## config.mk

```make
export PLATFORM = sky130hd
export DESIGN_NAME = imm_pack_writer
export DESIGN_NICKNAME = d
export VERILOG_FILES = /design/src/rtl/imm_pack_pkg.sv /design/src/rtl/imm_pack_enc.sv /design/src/rtl/imm_pack_writer.sv
export SDC_FILE = /design/constraint.sdc
export NUM_CORES = 1
export LEC_CHECK = 0
export CORE_ASPECT_RATIO = 0.75
export CORE_MARGIN = 8
export CORE_UTILIZATION = 40
export CTS_BUF_LIST = sky130_fd_sc_hd__clkbuf_4
export DETAILED_ROUTE_END_ITERATION = 16
export HOLD_SLACK_MARGIN = 0.03
export PLACE_DENSITY = 0.64
export SYNTH_ARGS = -nofsm -noshare
export SYNTH_HDL_FRONTEND = slang
export SYNTH_HIERARCHICAL = 1
export SYNTH_SLANG_ARGS = --single-unit
```

## constraint.sdc

```tcl
create_clock -name clk -period 3.1 [get_ports clk]
set_clock_uncertainty 0.2 [all_clocks]
set_input_delay 0.465 -clock clk [delete_from_list [all_inputs] [get_ports clk]]
set_output_delay 0.465 -clock clk [all_outputs]
set_load 0.05 [all_outputs]
```

## src/rtl/imm_pack_pkg.sv

```systemverilog
// Shared constants for the immediate packer: immsrc codes, legal immediate ranges
// and the output queue depth.
package imm_pack_pkg;

    typedef enum logic [1:0] {
        IMMSRC_I     = 2'b00,
        IMMSRC_S     = 2'b01,
        IMMSRC_B     = 2'b10,
        IMMSRC_SHAMT = 2'b11
    } immsrc_e;

    localparam logic signed [31:0] IMM12_MIN      = -32'sd2048;
    localparam logic signed [31:0] IMM12_MAX      = 32'sd2047;
    localparam logic signed [31:0] IMMB_MIN       = -32'sd4096;
    localparam logic signed [31:0] IMMB_MAX       = 32'sd4094;
    localparam logic signed [31:0] SHAMT_MAX      = 32'sd31;
    // I-type immediates in this window decode as the shift form (funct7 = 0100000)
    localparam logic signed [31:0] SHIFT_ALIAS_LO = 32'sd1024;
    localparam logic signed [31:0] SHIFT_ALIAS_HI = 32'sd1055;

    localparam logic [1:0] QUEUE_DEPTH = 2'd2;

endpackage

```

## src/rtl/imm_pack_enc.sv

```systemverilog
// Combinational immediate packer: overlays the immediate fields selected by fmt onto
// the template word and flags immediates the core decoder could not reproduce.
module imm_pack_enc
    import imm_pack_pkg::*;
(
    input  logic [1:0]  fmt,
    input  logic [31:0] base,
    input  logic [31:0] imm,
    output logic [31:0] instr,
    output logic        err
);

    logic signed [31:0] imm_s;

    assign imm_s = signed'(imm);

    // Field placement and range check per immediate format
    always_comb begin
        instr = base;
        err   = 1'b0;
        case (immsrc_e'(fmt))
            IMMSRC_I: begin
                instr[31:20] = imm[11:0];
                err = (imm_s < IMM12_MIN) || (imm_s > IMM12_MAX) ||
                      ((imm_s >= SHIFT_ALIAS_LO) && (imm_s <= SHIFT_ALIAS_HI));
            end
            IMMSRC_S: begin
                instr[31:25] = imm[11:5];
                instr[11:7]  = imm[4:0];
                err = (imm_s < IMM12_MIN) || (imm_s > IMM12_MAX);
            end
            IMMSRC_B: begin
                instr[31]    = imm[12];
                instr[7]     = imm[11];
                instr[30:25] = imm[10:5];
                instr[11:8]  = imm[4:1];
                err = (imm_s < IMMB_MIN) || (imm_s > IMMB_MAX) || imm[0];
            end
            IMMSRC_SHAMT: begin
                instr[24:20] = imm[4:0];
                err = (imm_s < 32'sd0) || (imm_s > SHAMT_MAX);
            end
            default: begin
                instr = base;
                err   = 1'b1;
            end
        endcase
    end

endmodule

```

## src/rtl/imm_pack_writer.sv

```systemverilog
// Packs immediates into instruction templates and streams them through a 2-entry
// queue with sequential word addresses. Optional macro: IMM_PACK_ERR_DROP_EN.
module imm_pack_writer
    import imm_pack_pkg::*;
#(
    parameter int                ADDR_W    = 32,
    parameter logic [ADDR_W-1:0] BASE_ADDR = ADDR_W'(32'h0000_0000)
) (
    input  logic              clk,
    input  logic              reset_n,
    input  logic              in_valid,
    output logic              in_ready,
    input  logic [1:0]        in_fmt,
    input  logic [31:0]       in_base,
    input  logic [31:0]       in_imm,
    input  logic              addr_clr,
    output logic              out_valid,
    input  logic              out_ready,
    output logic [31:0]       out_instr,
    output logic [ADDR_W-1:0] out_addr,
    output logic              out_err,
    output logic [7:0]        err_cnt
);

    localparam logic [ADDR_W-1:0] ADDR_STEP = ADDR_W'(32'd4);

    logic [31:0]       enc_instr_s;
    logic              enc_err_s;

    logic [31:0]       head_instr_r, head_instr_nxt_s;
    logic [ADDR_W-1:0] head_addr_r,  head_addr_nxt_s;
    logic              head_err_r,   head_err_nxt_s;
    logic [31:0]       tail_instr_r, tail_instr_nxt_s;
    logic [ADDR_W-1:0] tail_addr_r,  tail_addr_nxt_s;
    logic              tail_err_r,   tail_err_nxt_s;
    logic [1:0]        count_r,      count_nxt_s;
    logic [ADDR_W-1:0] addr_r,       addr_nxt_s;
    logic [7:0]        err_cnt_r,    err_cnt_nxt_s;
    logic              in_ready_r;
    logic              out_valid_r;

    logic              acc_s;
    logic              push_s;
    logic              pop_s;
    logic [ADDR_W-1:0] new_addr_s;
    logic              new_err_s;

    imm_pack_enc u_enc (
        .fmt   (in_fmt),
        .base  (in_base),
        .imm   (in_imm),
        .instr (enc_instr_s),
        .err   (enc_err_s)
    );

    // Handshake decode, new-entry fields, queue/counter next state
    always_comb begin
        head_instr_nxt_s = head_instr_r;
        head_addr_nxt_s  = head_addr_r;
        head_err_nxt_s   = head_err_r;
        tail_instr_nxt_s = tail_instr_r;
        tail_addr_nxt_s  = tail_addr_r;
        tail_err_nxt_s   = tail_err_r;
        count_nxt_s      = count_r;
        addr_nxt_s       = addr_r;
        err_cnt_nxt_s    = err_cnt_r;

        acc_s = in_valid && in_ready_r;
        pop_s = out_valid_r && out_ready;
`ifdef IMM_PACK_ERR_DROP_EN
        // Bad requests are consumed and counted but never reach the queue
        push_s    = acc_s && !enc_err_s;
        new_err_s = 1'b0;
`else
        push_s    = acc_s;
        new_err_s = enc_err_s;
`endif
        new_addr_s = addr_clr ? BASE_ADDR : addr_r;

        if (push_s) begin
            addr_nxt_s = new_addr_s + ADDR_STEP;
        end else if (addr_clr) begin
            addr_nxt_s = BASE_ADDR;
        end else begin
            addr_nxt_s = addr_r;
        end

        if (acc_s && enc_err_s && (err_cnt_r != 8'hFF)) begin
            err_cnt_nxt_s = err_cnt_r + 8'd1;
        end else begin
            err_cnt_nxt_s = err_cnt_r;
        end

        case ({push_s, pop_s})
            2'b10: begin
                if (count_r == 2'd0) begin
                    head_instr_nxt_s = enc_instr_s;
                    head_addr_nxt_s  = new_addr_s;
                    head_err_nxt_s   = new_err_s;
                end else begin
                    tail_instr_nxt_s = enc_instr_s;
                    tail_addr_nxt_s  = new_addr_s;
                    tail_err_nxt_s   = new_err_s;
                end
                count_nxt_s = count_r + 2'd1;
            end
            2'b01: begin
                if (count_r == QUEUE_DEPTH) begin
                    head_instr_nxt_s = tail_instr_r;
                    head_addr_nxt_s  = tail_addr_r;
                    head_err_nxt_s   = tail_err_r;
                end else begin
                    head_instr_nxt_s = head_instr_r;
                    head_addr_nxt_s  = head_addr_r;
                    head_err_nxt_s   = head_err_r;
                end
                count_nxt_s = count_r - 2'd1;
            end
            2'b11: begin
                // Count is 1 here: the departing head is replaced directly
                if (count_r == 2'd1) begin
                    head_instr_nxt_s = enc_instr_s;
                    head_addr_nxt_s  = new_addr_s;
                    head_err_nxt_s   = new_err_s;
                end else begin
                    head_instr_nxt_s = tail_instr_r;
                    head_addr_nxt_s  = tail_addr_r;
                    head_err_nxt_s   = tail_err_r;
                    tail_instr_nxt_s = enc_instr_s;
                    tail_addr_nxt_s  = new_addr_s;
                    tail_err_nxt_s   = new_err_s;
                end
                count_nxt_s = count_r;
            end
            default: begin
                count_nxt_s = count_r;
            end
        endcase
    end

    // State registers with synchronous active-low reset
    always_ff @(posedge clk) begin
        if (!reset_n) begin
            head_instr_r <= 32'h0000_0000;
            head_addr_r  <= BASE_ADDR;
            head_err_r   <= 1'b0;
            tail_instr_r <= 32'h0000_0000;
            tail_addr_r  <= BASE_ADDR;
            tail_err_r   <= 1'b0;
            count_r      <= 2'd0;
            addr_r       <= BASE_ADDR;
            err_cnt_r    <= 8'd0;
            in_ready_r   <= 1'b1;
            out_valid_r  <= 1'b0;
        end else begin
            head_instr_r <= head_instr_nxt_s;
            head_addr_r  <= head_addr_nxt_s;
            head_err_r   <= head_err_nxt_s;
            tail_instr_r <= tail_instr_nxt_s;
            tail_addr_r  <= tail_addr_nxt_s;
            tail_err_r   <= tail_err_nxt_s;
            count_r      <= count_nxt_s;
            addr_r       <= addr_nxt_s;
            err_cnt_r    <= err_cnt_nxt_s;
            in_ready_r   <= (count_nxt_s < QUEUE_DEPTH);
            out_valid_r  <= (count_nxt_s != 2'd0);
        end
    end

    assign in_ready  = in_ready_r;
    assign out_valid = out_valid_r;
    assign out_instr = head_instr_r;
    assign out_addr  = head_addr_r;
    assign out_err   = head_err_r;
    assign err_cnt   = err_cnt_r;

endmodule

```

==> run_results.csv <==
group,metric,value,unit
worst_hold_path,hp-class,"flip-flop to flip-flop",
floorplanning,num_io_pins,146,
timing,slew_headroom,53.37,%
clock_network,htree_levels,4,
placed_design,io_buffers,145,
clock_network,clk_latency,550,ps
yosys,synthFlopType,"dfxtp_1",
layout,stdcell_count,1367,
worst_setup_path,endpoint_kind,"flip-flop",
worst_setup_path,regToRegSetupSlack,650,ps
power,p_per_area,743.8,nW/um2
worst_hold_path,hold_start,"tail_err_r",
timing,whs,263.8,ps
floorplanning,core_area,19430,um2
global_routing,first_global_vias,6975,
clock_network,post_cts.repair.setup_buffers,0,
clock_network,clkTransAtPathRegs,150,ps
global_routing,grt_pass1_wl,37720,um
floorplanning,dieHeight,138.1,um
floorplanning,start_util,40.93,%
layout,drive_gt1_share,10.14,%
timing,fin_crit_sh,88.83,%
clock_network,cts_tree,"yes",
clock_network,clockRootBuffer,"clkbuf_4",
floorplanning,row_count,44,
run,drv_cap,0,
worst_setup_path,path_max_fanout,4,
yosys,synth_top_area_share,43.79,%
yosys,synth-edff-count,0,
worst_hold_path,worstHoldPathCells,2,
timing,tightestPinTransition,697.9,ps
clock_network,clock_path_buffers,2,
routing,drt-wirelength-per-cell,17.33,um
timing,fin_crit,2754,ps
floorplanning,die_width,178.8,um
worst_setup_path,crit_type,"input port to flip-flop",
placed_design,dpl.hpwl,16560,um
routing,vias,7593,
layout,postLayoutCellArea,10180,um2
timing,hold_viol_final,0,
yosys,yosysUniqueCellTypes,59,
global_routing,grt_usage,18.39,%
yosys,synth.area.top_cells,"dfxtp_1 (44%), nand2_1 (7.2%), a221oi_1 (7.2%), a21oi_1 (5.6%), nor3_1 (4.2%)",
layout,area_growth,27.92,%
clock_network,holdBufCountCts,0,
timing,rsz0062_at_grt,"false",
placed_design,place_congestion,0.8846,
timing,finalSetupViolations,0,
yosys,async_reset_ff_share,0,%
worst_setup_path,crit_required,3400,ps
routing,avgViaCountPerCell,5.554,
worst_setup_path,timing.rr.end,"out_addr[17]",
yosys,synth_warnings,6,
worst_setup_path,cp.arrival,3050,ps
global_routing,antenna_found_initial,0,
routing,drc_errors,0,
placed_design,dp.cells,1335,
worst_setup_path,r2r-start,"out_valid",
yosys,ys_seq_area_share,43.79,%
worst_setup_path,r2r_cells,8,
floorplanning,dieArea,24700,um2
layout,layout.nets,1185,
yosys,synth_top_area_cell,"dfxtp_1",
clock_network,ctsResizeCount,0,
run_status,outcome,"complete, no violations",
power,power_leakage,3.593,nW
power,vdd_drop_max,450.3,uV
routing,drt-initial-drc-count,638,
clock_network,numClockSinks,174,
yosys,netlist_instances,974,
yosys,ys_seq_elements,174,
yosys,synth_nets,1058,
layout,diodes,0,
timing,timing.fmax,363.1,MHz
clock_network,cts_buffers,17,
timing,drv_slew,0,
worst_setup_path,worstSetupStartpointType,"input port",
routing,drtAntennaViolNets,0,
routing,wl,23690,um
routing,dr.pass1.iters,5,
placed_design,placedInstanceArea,9902,um2
global_routing,grt_overflow,0,
worst_hold_path,hold_end,"tail_err_r",
yosys,syn_avg_cell_area,8.167,um2
yosys,synth_area,7955,um2
global_routing,grt_start_max_net_pins,54,
[synth_stat cells, types with 8 or more instances]
library cell,instances
nor2b_1,21
inv_1,19
a21oi_1,89
o21ai_0,15
nor2_1,88
buf_4,15
nor3_1,67
clkbuf_1,70
dfxtp_1,174
nand4_1,13
or4_1,14
nor4_1,13
ha_1,13
nand2_1,152
nand3b_1,15
or3_1,9
nand3_1,12
o31ai_1,13
a221oi_1,65
xnor2_1,8
[final cells by class]
class | count | area, um2
fillers | 1856 | 9258
multi-input cells | 688 | 4010
flip-flops and latches | 174 | 3483
repair buffers | 200 | 2014
well taps | 253 | 316.6
clock inverters | 14 | 138.9
clock buffers | 18 | 135.1
inverters | 20 | 77.57
[metrics by stage]
stage               utilization, %  TNS (ps)  setup WS (ps)  total power, mW
global placement             50.95    -235.9         -95.41            6.358
finish                       52.36         0          346.3            7.569
detailed placement           50.95    -786.6         -195.6            6.388
global route                 52.36         0          195.5            8.004
CTS                          52.36         0          412.6            7.643
floorplan                        -         0          30.48            5.076
[placed cells by master, fill, tap and decap left out, drive strengths merged, types with 5 or more instances in the layout]
cell type	netlist	final
dfxtp	174	174
clkdlybuf4s50	0	145
nor2	88	88
nand3b	15	15
a21oi	89	89
nor4	14	14
clkbuf	70	18
o22ai	5	5
xnor2	8	8
or3	11	11
inv	19	23
nand2	152	152
and3	5	5
nand2b	7	7
mux2	6	6
ha	13	13
or4	15	15
o31ai	13	13
nand3	14	14
nand4	14	14
nor3	67	67
o21ai	15	15
a221oi	65	65
and2	7	7
buf	22	55
clkinv	1	7
and4b	5	5
nor2b	21	21
[layer usage]
layer	vias to the layer above	GRT usage, %	part of all wire [%]
met2	253	27.83	43
li1	3747	-	-
met3	6	5.034	9.0
met5	-	0	0
met4	0	2.215	0.32
met1	3587	26.23	47
[report_power, final]
group / internal [mW] / switching, mW / total (mW)
Clock: 0.421 / 0.842 / 1.26
Combinational: 1.22 / 2.29 / 3.51
Sequential: 2.60 / 0.196 / 2.80
Total: 4.24 / 3.33 / 7.57
[flip-flops by register name, summed over array words and instances, names as in the netlist]
| register | cells |
|---|---|
| addr_r | 32 |
| out_addr | 32 |
| out_instr | 32 |
| tail_addr_r | 32 |
| tail_instr_r | 32 |
| err_cnt | 8 |
| count_r | 2 |
| in_ready | 1 |
| out_err | 1 |
| out_valid | 1 |
| tail_err_r | 1 |
[critical path, cell delays in order]
cell and delay [ps]:
clkdlybuf4s50_1 450, inv_1 110, ha_1 230, a2111oi_1 100
a31oi_1 220, a21bo_1 240, a22oi_2 260, nand3_1 180
a21o_1 200, or4_1 460, a21oi_1 140
[worst max path at each step]
stage,depth (start not counted),slack (ps),startpoint,end
4_1_cts,11,410,in_fmt[0],err_cnt[5]
5_1_grt,12,200,in_fmt[0],err_cnt[7]
2_1_floorplan,10,30,addr_clr,addr_r[20]
3_5_place_dp,11,-200,in_fmt[0],err_cnt[5]
3_3_place_gp,10,-100,in_fmt[1],err_cnt[5]
6_report,11,350,in_fmt[0],err_cnt[5]
[cell families after synthesis]
family | after synthesis | synth area share [%]
and+or+nand+nor | 448 | 28.12
AOI/OAI and AO/OA | 208 | 17.60
DFF | 174 | 43.79
buffers and inverters | 112 | 6.134
adders and majority gates | 13 | 2.045
xor gates and xnor gates | 11 | 1.211
muxes | 8 | 1.101
Power figures use the tool's default switching activity.
